`src/rtl/pipe_hazard_pkg.sv`:
```
// -----------------------------------------------------------------------------
// pipe_hazard_pkg
//   Shared types and constants for the TinyRV hazard unit.
//   stg_idx_t  : stage index (0 = register file, 1 = X, 2 = M, 3 = W, ...)
//   reg_addr_t : architectural register address
//   hz_desc_t  : per-stage in-flight writer descriptor {val, wen, rd, rdy}
//   The HZ_* constants size the shared types; a build that overrides the
//   top-level parameters must change these to match.
// -----------------------------------------------------------------------------
package pipe_hazard_pkg;

  localparam int HZ_NSRC  = 2;
  localparam int HZ_NBACK = 3;
  localparam int HZ_NREG  = 32;
  localparam int HZ_AW    = $clog2(HZ_NREG);
  localparam int HZ_SW    = $clog2(HZ_NBACK + 1);

  typedef logic [HZ_SW-1:0] stg_idx_t;
  typedef logic [HZ_AW-1:0] reg_addr_t;

  // Bypass select value meaning "read the register file".
  localparam stg_idx_t BYP_RF = '0;

  typedef struct packed {
    logic      val;  // stage holds a real instruction
    logic      wen;  // instruction writes the RF
    reg_addr_t rd;   // destination register
    stg_idx_t  rdy;  // first stage whose output carries the result
  } hz_desc_t;

  // True when descriptor d will write register a (x0 writes are ignored).
  function automatic logic desc_writes(hz_desc_t d, reg_addr_t a);
    return d.val & d.wen & (d.rd == a) & (d.rd != '0);
  endfunction

endpackage

```
`src/rtl/pipe_hazard_unit_if.sv`:
```
// -----------------------------------------------------------------------------
// pipe_hazard_unit_if
//   D-stage decode information flowing into the hazard unit and the stage
//   control / bypass selects flowing back out.
//   master : control unit / decoder side (drives decode info, reads controls)
//   slave  : hazard unit side
// -----------------------------------------------------------------------------
interface pipe_hazard_unit_if #(
  parameter int NSRC  = 2,
  parameter int NBACK = 3,
  parameter int NREG  = 32
);
  localparam int AW = $clog2(NREG);
  localparam int SW = $clog2(NBACK + 1);

  // decode side
  logic                 val_D;
  logic [NSRC-1:0]      rs_en_D;
  logic [NSRC*AW-1:0]   rs_addr_D;
  logic                 wen_D;
  logic [AW-1:0]        rd_D;
  logic [SW-1:0]        rdy_stg_D;
  logic                 redirect_X;
  logic                 redirect_D;
  logic                 freeze;

  // control side
  logic                 reg_en_F;
  logic                 reg_en_D;
  logic                 squash_F;
  logic [NSRC*SW-1:0]   byp_sel_D;
  logic [NBACK-1:0]     val_stg;
  logic                 rf_wen_W;
  logic [AW-1:0]        rf_waddr_W;

  modport master (
    output val_D, rs_en_D, rs_addr_D, wen_D, rd_D, rdy_stg_D,
           redirect_X, redirect_D, freeze,
    input  reg_en_F, reg_en_D, squash_F, byp_sel_D, val_stg,
           rf_wen_W, rf_waddr_W
  );

  modport slave (
    input  val_D, rs_en_D, rs_addr_D, wen_D, rd_D, rdy_stg_D,
           redirect_X, redirect_D, freeze,
    output reg_en_F, reg_en_D, squash_F, byp_sel_D, val_stg,
           rf_wen_W, rf_waddr_W
  );
endinterface

```
`src/rtl/pipe_hazard_stage.sv`:
```
// -----------------------------------------------------------------------------
// pipe_hazard_stage
//   One in-flight writer descriptor register.
//   clk    : clock
//   rst    : synchronous active-high clear (wins over en)
//   en_i   : advance enable (low while the pipeline is frozen)
//   desc_i : descriptor arriving from the previous stage
//   desc_o : descriptor held by this stage
// -----------------------------------------------------------------------------
module pipe_hazard_stage
  import pipe_hazard_pkg::*;
(
  input  logic     clk,
  input  logic     rst,
  input  logic     en_i,
  input  hz_desc_t desc_i,
  output hz_desc_t desc_o
);

  hz_desc_t desc_q;

  // NOTE: non-blocking assignment so every stage samples its predecessor's
  // old value on the same edge; blocking here would collapse the shift chain.
  always_ff @(posedge clk) begin
    if (rst) begin
      // NOTE: only val/wen must be cleared for correctness, but clearing the
      // whole descriptor keeps rd/rdy free of X after reset at no real cost.
      desc_q <= '0;
    end else if (en_i) begin
      desc_q <= desc_i;
    end
  end

  assign desc_o = desc_q;

endmodule

```
`src/rtl/pipe_hazard_unit.sv`:
```
// -----------------------------------------------------------------------------
// pipe_hazard_unit
//   Bypass / stall / squash controller for the in-order TinyRV pipeline.
//   Tracks register writers in stages X..W, picks a bypass source for each
//   D-stage operand, stalls D on late results, squashes F on redirects and
//   holds everything on freeze.
//   clk : clock
//   rst : synchronous active-high reset
//   hz  : slave side of pipe_hazard_unit_if (decode info in, controls out)
// -----------------------------------------------------------------------------
module pipe_hazard_unit
  import pipe_hazard_pkg::*;
#(
  parameter int NSRC  = HZ_NSRC,
  parameter int NBACK = HZ_NBACK,
  parameter int NREG  = HZ_NREG
) (
  input  logic                clk,
  input  logic                rst,
  pipe_hazard_unit_if.slave   hz
);

  localparam int AW = $clog2(NREG);
  localparam int SW = $clog2(NBACK + 1);

  hz_desc_t           stg_d [1:NBACK];
  hz_desc_t           stg_q [1:NBACK];
  logic               advance;
  logic               hazard_any;
  logic               stall_D;
  logic [NSRC*SW-1:0] byp_flat;
  logic [NBACK-1:0]   val_flat;

  assign advance = ~hz.freeze;

  // A stalled or redirect-killed D instruction enters X as a bubble.
  always_comb begin
    stg_d[1] = '{val: hz.val_D & ~stall_D & ~hz.redirect_X,
                 wen: hz.wen_D,
                 rd:  hz.rd_D,
                 rdy: hz.rdy_stg_D};
    for (int k = 2; k <= NBACK; k++) begin
      stg_d[k] = stg_q[k-1];
    end
  end

  for (genvar k = 1; k <= NBACK; k++) begin : g_stg
    pipe_hazard_stage u_stg (
      .clk    (clk),
      .rst    (rst),
      .en_i   (advance),
      .desc_i (stg_d[k]),
      .desc_o (stg_q[k])
    );
  end

  // Per-operand priority match. Stages are scanned oldest to youngest so the
  // youngest matching writer is the one left in sel/haz at the end.
  always_comb begin : p_match
    reg_addr_t addr;
    stg_idx_t  sel;
    logic      haz;
    // NOTE: every variable gets a value before any conditional path, so no
    // latch is inferred for the don't-match case.
    hazard_any = 1'b0;
    byp_flat   = '0;
    addr       = '0;
    sel        = BYP_RF;
    haz        = 1'b0;
    for (int i = 0; i < NSRC; i++) begin
      addr = hz.rs_addr_D[i*AW +: AW];
      sel  = BYP_RF;
      haz  = 1'b0;
      if (hz.val_D && hz.rs_en_D[i]) begin
        for (int k = NBACK; k >= 1; k--) begin
          if (desc_writes(stg_q[k], addr)) begin
            sel = stg_idx_t'(k);
            // Result not produced yet while the writer sits before its rdy stage.
            haz = (stg_idx_t'(k) < stg_q[k].rdy);
          end
        end
      end
      byp_flat[i*SW +: SW] = sel;
      hazard_any           = hazard_any | haz;
    end
  end

  // A redirect in X kills D anyway, so it never waits on a hazard.
  assign stall_D = hazard_any & ~hz.redirect_X;

  always_comb begin
    val_flat = '0;
    for (int k = 1; k <= NBACK; k++) begin
      val_flat[k-1] = stg_q[k].val;
    end
  end

  assign hz.byp_sel_D  = byp_flat;
  assign hz.reg_en_F   = ~(stall_D | hz.freeze);
  assign hz.reg_en_D   = ~(stall_D | hz.freeze);
  assign hz.squash_F   = (hz.redirect_X | hz.redirect_D) & ~hz.freeze;
  assign hz.val_stg    = val_flat;
  assign hz.rf_wen_W   = stg_q[NBACK].val & stg_q[NBACK].wen;
  assign hz.rf_waddr_W = stg_q[NBACK].rd;

endmodule

```
`src/flat_wrapper.sv`:
```
// flat-port wrapper written by rule: the top's interface ports become plain ports
module pipe_hazard_unit_flat import pipe_hazard_pkg::*;
#(
  parameter int NSRC  = HZ_NSRC,
  parameter int NBACK = HZ_NBACK,
  parameter int NREG  = HZ_NREG
)
  (clk, rst, hz_val_D, hz_rs_en_D, hz_rs_addr_D, hz_wen_D, hz_rd_D, hz_rdy_stg_D, hz_redirect_X, hz_redirect_D, hz_freeze, hz_reg_en_F, hz_reg_en_D, hz_squash_F, hz_byp_sel_D, hz_val_stg, hz_rf_wen_W, hz_rf_waddr_W);
  pipe_hazard_unit_if #(.NSRC(NSRC), .NBACK(NBACK), .NREG(NREG)) hz_i ();
  input  logic clk;
  input  logic rst;
  input wire logic [$bits(hz_i.val_D)-1:0] hz_val_D;
  input wire logic [$bits(hz_i.rs_en_D)-1:0] hz_rs_en_D;
  input wire logic [$bits(hz_i.rs_addr_D)-1:0] hz_rs_addr_D;
  input wire logic [$bits(hz_i.wen_D)-1:0] hz_wen_D;
  input wire logic [$bits(hz_i.rd_D)-1:0] hz_rd_D;
  input wire logic [$bits(hz_i.rdy_stg_D)-1:0] hz_rdy_stg_D;
  input wire logic [$bits(hz_i.redirect_X)-1:0] hz_redirect_X;
  input wire logic [$bits(hz_i.redirect_D)-1:0] hz_redirect_D;
  input wire logic [$bits(hz_i.freeze)-1:0] hz_freeze;
  output wire logic [$bits(hz_i.reg_en_F)-1:0] hz_reg_en_F;
  output wire logic [$bits(hz_i.reg_en_D)-1:0] hz_reg_en_D;
  output wire logic [$bits(hz_i.squash_F)-1:0] hz_squash_F;
  output wire logic [$bits(hz_i.byp_sel_D)-1:0] hz_byp_sel_D;
  output wire logic [$bits(hz_i.val_stg)-1:0] hz_val_stg;
  output wire logic [$bits(hz_i.rf_wen_W)-1:0] hz_rf_wen_W;
  output wire logic [$bits(hz_i.rf_waddr_W)-1:0] hz_rf_waddr_W;
  assign hz_i.val_D = hz_val_D;
  assign hz_i.rs_en_D = hz_rs_en_D;
  assign hz_i.rs_addr_D = hz_rs_addr_D;
  assign hz_i.wen_D = hz_wen_D;
  assign hz_i.rd_D = hz_rd_D;
  assign hz_i.rdy_stg_D = hz_rdy_stg_D;
  assign hz_i.redirect_X = hz_redirect_X;
  assign hz_i.redirect_D = hz_redirect_D;
  assign hz_i.freeze = hz_freeze;
  assign hz_reg_en_F = hz_i.reg_en_F;
  assign hz_reg_en_D = hz_i.reg_en_D;
  assign hz_squash_F = hz_i.squash_F;
  assign hz_byp_sel_D = hz_i.byp_sel_D;
  assign hz_val_stg = hz_i.val_stg;
  assign hz_rf_wen_W = hz_i.rf_wen_W;
  assign hz_rf_waddr_W = hz_i.rf_waddr_W;
  pipe_hazard_unit #(.NSRC(NSRC), .NBACK(NBACK), .NREG(NREG)) u_core (.clk(clk), .rst(rst), .hz(hz_i));
endmodule
```
`config.mk`:
```
export PLATFORM = sky130hd
export DESIGN_NAME = pipe_hazard_unit_flat
export DESIGN_NICKNAME = d
export VERILOG_FILES = /design/src/rtl/pipe_hazard_pkg.sv /design/src/rtl/pipe_hazard_unit_if.sv /design/src/rtl/pipe_hazard_stage.sv /design/src/rtl/pipe_hazard_unit.sv /design/src/flat_wrapper.sv
export SDC_FILE = /design/constraint.sdc
export NUM_CORES = 1
export LEC_CHECK = 0
export CORE_MARGIN = 8
export CORE_UTILIZATION = 30
export CTS_CLUSTER_SIZE = 25
export DETAILED_ROUTE_END_ITERATION = 7
export GPL_ROUTABILITY_DRIVEN = 0
export SETUP_SLACK_MARGIN = 0.4
export SYNTH_ARGS = -nofsm -noshare
export SYNTH_HDL_FRONTEND = slang
export SYNTH_SLANG_ARGS = --single-unit
export TNS_END_PERCENT = 1
```
`constraint.sdc`:
```
create_clock -name clk -period 5.95 [get_ports clk]
set_clock_uncertainty 0.1 [all_clocks]
set_input_delay 0.595 -clock clk [delete_from_list [all_inputs] [get_ports clk]]
set_output_delay 0.595 -clock clk [all_outputs]
set_load 0.02 [all_outputs]
```
==> results of run 1 <==
how the worst min path moves through the flow:
stage                                                 start                                           end  slack (ns)  depth (start not counted)
5_1_grt        u_core.g_stg[1].u_stg.desc_o[0]$_SDFFE_PP0N_  u_core.g_stg[2].u_stg.desc_o[0]$_SDFFE_PP0N_        0.43                          2
2_1_floorplan  u_core.g_stg[3].u_stg.desc_o[7]$_SDFFE_PP0N_  u_core.g_stg[3].u_stg.desc_o[7]$_SDFFE_PP0N_        0.36                          2
3_5_place_dp   u_core.g_stg[3].u_stg.desc_o[7]$_SDFFE_PP0N_  u_core.g_stg[3].u_stg.desc_o[7]$_SDFFE_PP0N_        0.39                          2
3_3_place_gp   u_core.g_stg[3].u_stg.desc_o[7]$_SDFFE_PP0N_  u_core.g_stg[3].u_stg.desc_o[7]$_SDFFE_PP0N_        0.37                          2
6_report       u_core.g_stg[3].u_stg.desc_o[7]$_SDFFE_PP0N_  u_core.g_stg[3].u_stg.desc_o[7]$_SDFFE_PP0N_        0.40                          2
4_1_cts        u_core.g_stg[3].u_stg.desc_o[7]$_SDFFE_PP0N_  u_core.g_stg[3].u_stg.desc_o[7]$_SDFFE_PP0N_        0.41                          2
Yosys cell counts, drive strengths merged:
master   n
and4b    1
nand4    3
nand2    4
xnor2    9
or4      4
a31oi    2
o21a     1
buf     11
a211oi   3
nor3     4
nor4b    3
nor2    28
clkbuf   5
o211ai   3
nor4     2
nand4b   1
dfxtp   25
nand3    2
o21ai    1
xor2    21
mux2i   24
nand3b   1
and2     1
inv      2
o21ba    2
o22ai    1
routing by layer:
| metal | routed length, µm | part of all wire (%) | GRT usage, % | vias to the layer above |
|---|---|---|---|---|
| met3 | 293 | 7.7 | 3.21 | 5 |
| met2 | 1610 | 43 | 15.0 | 39 |
| met5 | 0 | 0 | 0 | - |
| li1 | - | - | - | 618 |
| met4 | 40 | 1.1 | 2.82 | 0 |
| met1 | 1840 | 49 | 14.0 | 557 |
worst register-to-register path, cell delays in order, from the launching register on:
cell and delay, ns:
dfxtp_1 0.39, or4_1 0.57, o211ai_2 0.25, and4b_1 0.26, nor4b_1 0.24, or4_1 0.18, o22ai_1 0.09
logic make-up (layout without fill, tap and decap cells):
logic type,count (synthesis),count (layout),share of synthesized area [%]
XOR/XNOR,30,30,17.3
flip-flops,25,25,33.0
AND/OR/NAND/NOR,54,54,20.1
buffers and inverters,18,48,6.69
multiplexers,24,24,15.9
AO/OA/AOI/OAI,13,13,7.02
per-stage QoR:
stage / setup slack [ns] / power [mW]
floorplan: 2.91 / 0.226
global placement: 2.03 / 0.257
detailed placement: 2.00 / 0.258
CTS: 1.97 / 0.361
global route: 1.85 / 0.377
finish: 2.02 / 0.356
final cells by class:
class	count	area share, %
Clock buffer	3	2.09
Clock inverter	1	0.254
Inverter	2	0.380
Multi-Input combinational cell	121	46.3
Sequential cell	25	25.4
Tap cell	70	4.44
Timing Repair Buffer	42	21.2
power by group through the flow:
| stage | Sequential (mW) | Clock (mW) | Combinational (mW) |
|---|---|---|---|
| floorplan | 0.183 | 0 | 0.0430 |
| finish | 0.183 | 0.103 | 0.0702 |
| global placement | 0.187 | 0 | 0.0700 |
| global route | 0.184 | 0.116 | 0.0770 |
| CTS | 0.183 | 0.107 | 0.0714 |
| detailed placement | 0.187 | 0 | 0.0708 |
==> impl_metrics.tcl, run 1 <==
set metrics [dict create \
    status "completed" \
    cts_made_buffers 3 \
    switching_share_pct 27.2 \
    largest_reg_flops 25 \
    grt_pass1_vias 1207 \
    dr.pass1.iters 4 \
    final_cell_count_no_fill 264 \
    synth_warnings 0 \
    r2r_setup_slack_ns 3.74 \
    wl_per_cell_um 14.4 \
    grt_usage_pct 10.3 \
    drt_wl_total_mm 3.79 \
    yosys-top-cells-area "dfxtp_1 (33%), mux2i_1 (16%), xor2_1 (12%)" \
    seq_area_um2 500 \
    rsz0062_at_grt "false" \
    synthCells 164 \
    postCtsResizedCells 0 \
    syn_area_per_cell_um2 9.24 \
    p_seq_share_pct 51.4 \
    vias_per_cell 4.62 \
    clock_path_buffers 2 \
    ios 42 \
    grt_remaining_overflow 0 \
    nets 221 \
    clkSlewWorstSetupHoldPaths_ns 0.09 \
    max_stage_delay_ns 0.65 \
    end_kind "output pin" \
    die_h_um 87.1 \
    crit_buf_inv 2 \
    worstReg2RegEnd "u_core.g_stg[1].u_stg.desc_o[8]$_SDFFE_PP0N_" \
    port_buffers 41 \
    drc 0 \
    grt_pass1_wl_mm 6.16 \
    arrival_ns 3.24 \
    fillers 516 \
    power_switching_mw 0.0968 \
    min_period_ns 3.93 \
    slew_headroom_pct 36.7 \
    antenna_left 0 \
    path_delay_family "simple AND/OR/NAND/NOR gates" \
    worstPathRequired_ns 5.26 \
    core-area_mm2 0.00498 \
    ys_ff_latch 25 \
    slew_violations 0 \
    crit_path_cell_trace "clkdlybuf4s50_1 > xor2_1 > nor3_1 > nor4b_4 > nor4b_4 > or4_1 > o21ai_0 > clkdlybuf4s50_1" \
    r2r_cells 6 \
    hpwl_mm 2.94 \
    synth_cell_types 30 \
    crit_path_end "hz_reg_en_F" \
    irDropWorstVdd_uv 72.1 \
    power-per-cell-area_mw_per_mm2 180 \
    hold_viol 0 \
    tns_ns 0 \
    num_vias 1219 \
    finalInstanceArea_mm2 0.00197 \
    cp_max_fo 3 \
    clkPwrFrac_pct 28.8 \
    fmax_mhz 254 \
    cts_sinks 25 \
    p_leak_nw 0.796 \
    die_area_mm2 0.00758 \
    crit_cells 8 \
    yosysTopAreaCell "dfxtp_1" \
    synth_top_area_share_pct 33.0 \
    drt-initial-drc-count 55 \
    holdWs_ns 0.402 \
    diodes 0 \
    internal-power_mw 0.259 \
    final_common_cell "clkdlybuf4s50_1" \
    clock_latency_ns 0.27 \
    antenna_found_initial 0 \
    comb_power_share_pct 19.7 \
    critPathLaunch "hz_rs_addr_D[0]" \
    start_util_pct 30.4 \
    finalCritPeriodShare_pct 66.1 \
    cts_tree "yes" \
    cts_hold_buffers 0 \
    htree_levels 1 \
    yosysSeqAreaShare_pct 33.0 \
    hold_class "flip-flop to flip-flop" \
    area_growth_syn_to_layout_pct 30.2 \
    cts-root-buf "clkbuf_8" \
    final_core_util_pct 39.6 \
    postCtsSetupBuffers 0 \
    multi_input_area_um2 913 \
    path_class "input pin to output pin" \
    placed_area_mm2 0.00193 \
    drive_above_1_share_pct 6.19 \
    syn-cell-area_mm2 0.00152 \
    r2r_start "u_core.g_stg[1].u_stg.desc_o[2]$_SDFFE_PP0N_" \
    placed_cells 260 \
    setup_violations 0 \
    fp-row-count 26 \
    grt_max_degree 29 \
    slowest_stage "clkdlybuf4s50_1" \
    critical_path.startpoint_type "input pin" \
    die_x_um 87.1 \
    worst_pin_slew_ns 0.946 \
    max_cap_violations 0 \
    synthesis.nets 190 \
    final_cell_mix "clkdlybuf4s50_1 (41), nor2_1 (28), dfxtp_1 (25)" \
]
No activity file was read; power rests on OpenSTA's default activity.
==> inputs of run 2 (changes only) <==
clock period = 3.2 ns   (was 5.95 ns; I/O delays follow)
==> run 2 against run 1 <==
Against the previous run: highest routed layer unchanged; cell area rose by 6.8%; combinational power rose by 110%; total power rose by 89%.
==> impl_metrics.tcl, run 2 (same netlist as run 1, synthesis figures left out) <==
set metrics [dict create \
    rsz0062_at_grt "true" \
    die_area_mm2 0.00758 \
    setup_violations 0 \
    fp-row-count 26 \
    largest_reg_flops 25 \
    p_leak_nw 0.916 \
    placed_area_mm2 0.00205 \
    r2r_cells 7 \
    final_core_util_pct 42.4 \
    hold_class "flip-flop to flip-flop" \
    ios 42 \
    grt_usage_pct 10.8 \
    worstPathRequired_ns 2.78 \
    final_common_cell "clkdlybuf4s50_1" \
    num_vias 1258 \
    cts_tree "yes" \
    final_cell_mix "clkdlybuf4s50_1 (35), nor2_1 (28), dfxtp_1 (25)" \
    grt_max_degree 28 \
    critPathLaunch "u_core.g_stg[2].u_stg.desc_o[4]$_SDFFE_PP0N_" \
    hpwl_mm 3.12 \
    vias_per_cell 4.48 \
    area_growth_syn_to_layout_pct 39.1 \
    clkSlewWorstSetupHoldPaths_ns 0.08 \
    clock_latency_ns 0.27 \
    path_class "flip-flop to output pin" \
    postCtsSetupBuffers 0 \
    fmax_mhz 349 \
    slew_violations 0 \
    worst_pin_slew_ns 0.443 \
    htree_levels 1 \
    crit_path_end "hz_reg_en_D" \
    r2r_start "u_core.g_stg[2].u_stg.desc_o[4]$_SDFFE_PP0N_" \
    antenna_left 0 \
    antenna_found_initial 0 \
    arrival_ns 2.45 \
    cts_hold_buffers 0 \
    finalInstanceArea_mm2 0.00211 \
    end_kind "output pin" \
    finalCritPeriodShare_pct 89.7 \
    die_x_um 87.1 \
    cp_max_fo 3 \
    core-area_mm2 0.00498 \
    cts-root-buf "clkbuf_8" \
    clock_path_buffers 2 \
    wl_per_cell_um 14.2 \
    hold_viol 0 \
    power-per-cell-area_mw_per_mm2 319 \
    grt_pass1_wl_mm 6.45 \
    max_cap_violations 0 \
    drc 0 \
    irDropWorstVdd_uv 139 \
    port_buffers 41 \
    dr.pass1.iters 4 \
    grt_remaining_overflow 0 \
    nets 238 \
    status "completed" \
    worstHoldStart "u_core.g_stg[1].u_stg.desc_o[0]$_SDFFE_PP0N_" \
    cts_made_buffers 3 \
    diodes 0 \
    die_h_um 87.1 \
    worstReg2RegEnd "u_core.g_stg[1].u_stg.desc_o[8]$_SDFFE_PP0N_" \
    cts_sinks 25 \
    critical_path.startpoint_type "flip-flop" \
    start_util_pct 30.4 \
    drive_above_1_share_pct 15.2 \
    slew_headroom_pct 70.5 \
    grt_pass1_vias 1290 \
    drt-initial-drc-count 53 \
    drt_wl_total_mm 3.98 \
    min_period_ns 2.87 \
    r2r_setup_slack_ns 1.01 \
]
run 2: changes by cell type in the layout (fill, tap and decap cells not counted), sizes merged:
cell           previous run  this run
dlygate4sd2               0         3
clkinv                    1         0
dlymetal6s2s              0         1
buf                       1        20
clkbuf                    3         4
clkdlybuf4s50            41        35
run 2: how the worst min path moves through the flow:
| stage | endpoint | slack (ns) | cells past startpoint |
|---|---|---|---|
| global placement | u_core.g_stg[3].u_stg.desc_o[7]$_SDFFE_PP0N_ | 0.37 | 2 |
| finish | u_core.g_stg[1].u_stg.desc_o[0]$_SDFFE_PP0N_ | 0.40 | 2 |
| floorplan | u_core.g_stg[3].u_stg.desc_o[7]$_SDFFE_PP0N_ | 0.36 | 2 |
| detailed placement | u_core.g_stg[1].u_stg.desc_o[0]$_SDFFE_PP0N_ | 0.39 | 2 |
| global route | u_core.g_stg[1].u_stg.desc_o[0]$_SDFFE_PP0N_ | 0.43 | 2 |
| CTS | u_core.g_stg[1].u_stg.desc_o[0]$_SDFFE_PP0N_ | 0.41 | 2 |
run 2: report_power, final:
| part | internal, mW | switching [mW] | total, mW |
|---|---|---|---|
| registers | 0.322 | 0.0151 | 0.338 |
| clock network | 0.0892 | 0.0988 | 0.188 |
| logic | 0.0808 | 0.0669 | 0.148 |
| total | 0.492 | 0.181 | 0.673 |
run 2: per-stage QoR:
stage	cells	TNS, ns	power [mW]	hold WS (ns)	setup slack, ns
final	281	0	0.673	0.400	0.331
after floorplan	164	0	0.421	0.356	0.547
after CTS	281	0	0.682	0.407	0.199
after global routing	281	0	0.712	0.428	0.232
after detailed placement	277	-0.308	0.492	0.385	-0.145
after global placement	277	-0.281	0.491	0.370	-0.138
run 2: metal layers:
metal | track usage [%] | vias to the layer above | wire (µm)
li1 | - | 651 | -
met3 | 2.92 | 5 | 239
met4 | 3.76 | 0 | 51
met2 | 16.4 | 33 | 1710
met1 | 14.1 | 569 | 1980
met5 | 0 | - | 0
run 2: timing repair:
action                     4_1_cts  5_1_grt
gates resized for setup         14        3
cloned                           0        0
setup endpoints to repair        6        6
run 2: area by class of cell:
type	count	area, µm²
clock buffer	4	45.0
fill	502	2870
inverter	2	7.51
multi-input combinational	121	933
sequential	25	500
tap	70	87.6
timing repair buffer	59	534
run 2: worst max-delay path, stage by stage, from the launching register on:
cell and delay [ns]:
dfxtp_1 0.32, or4_4 0.55, o211ai_1 0.17, nor4_1 0.09, buf_4 0.14, nor4b_1 0.13, or4_1 0.45, o21ai_0 0.13
buf_2 0.21
==> inputs of run 3 (changes only) <==
ABC_CLOCK_PERIOD_IN_PS = 3200   (was default)
==> results of run 3 <==
Same layout as run 2: the final DEF is identical, and so are final timing and power.
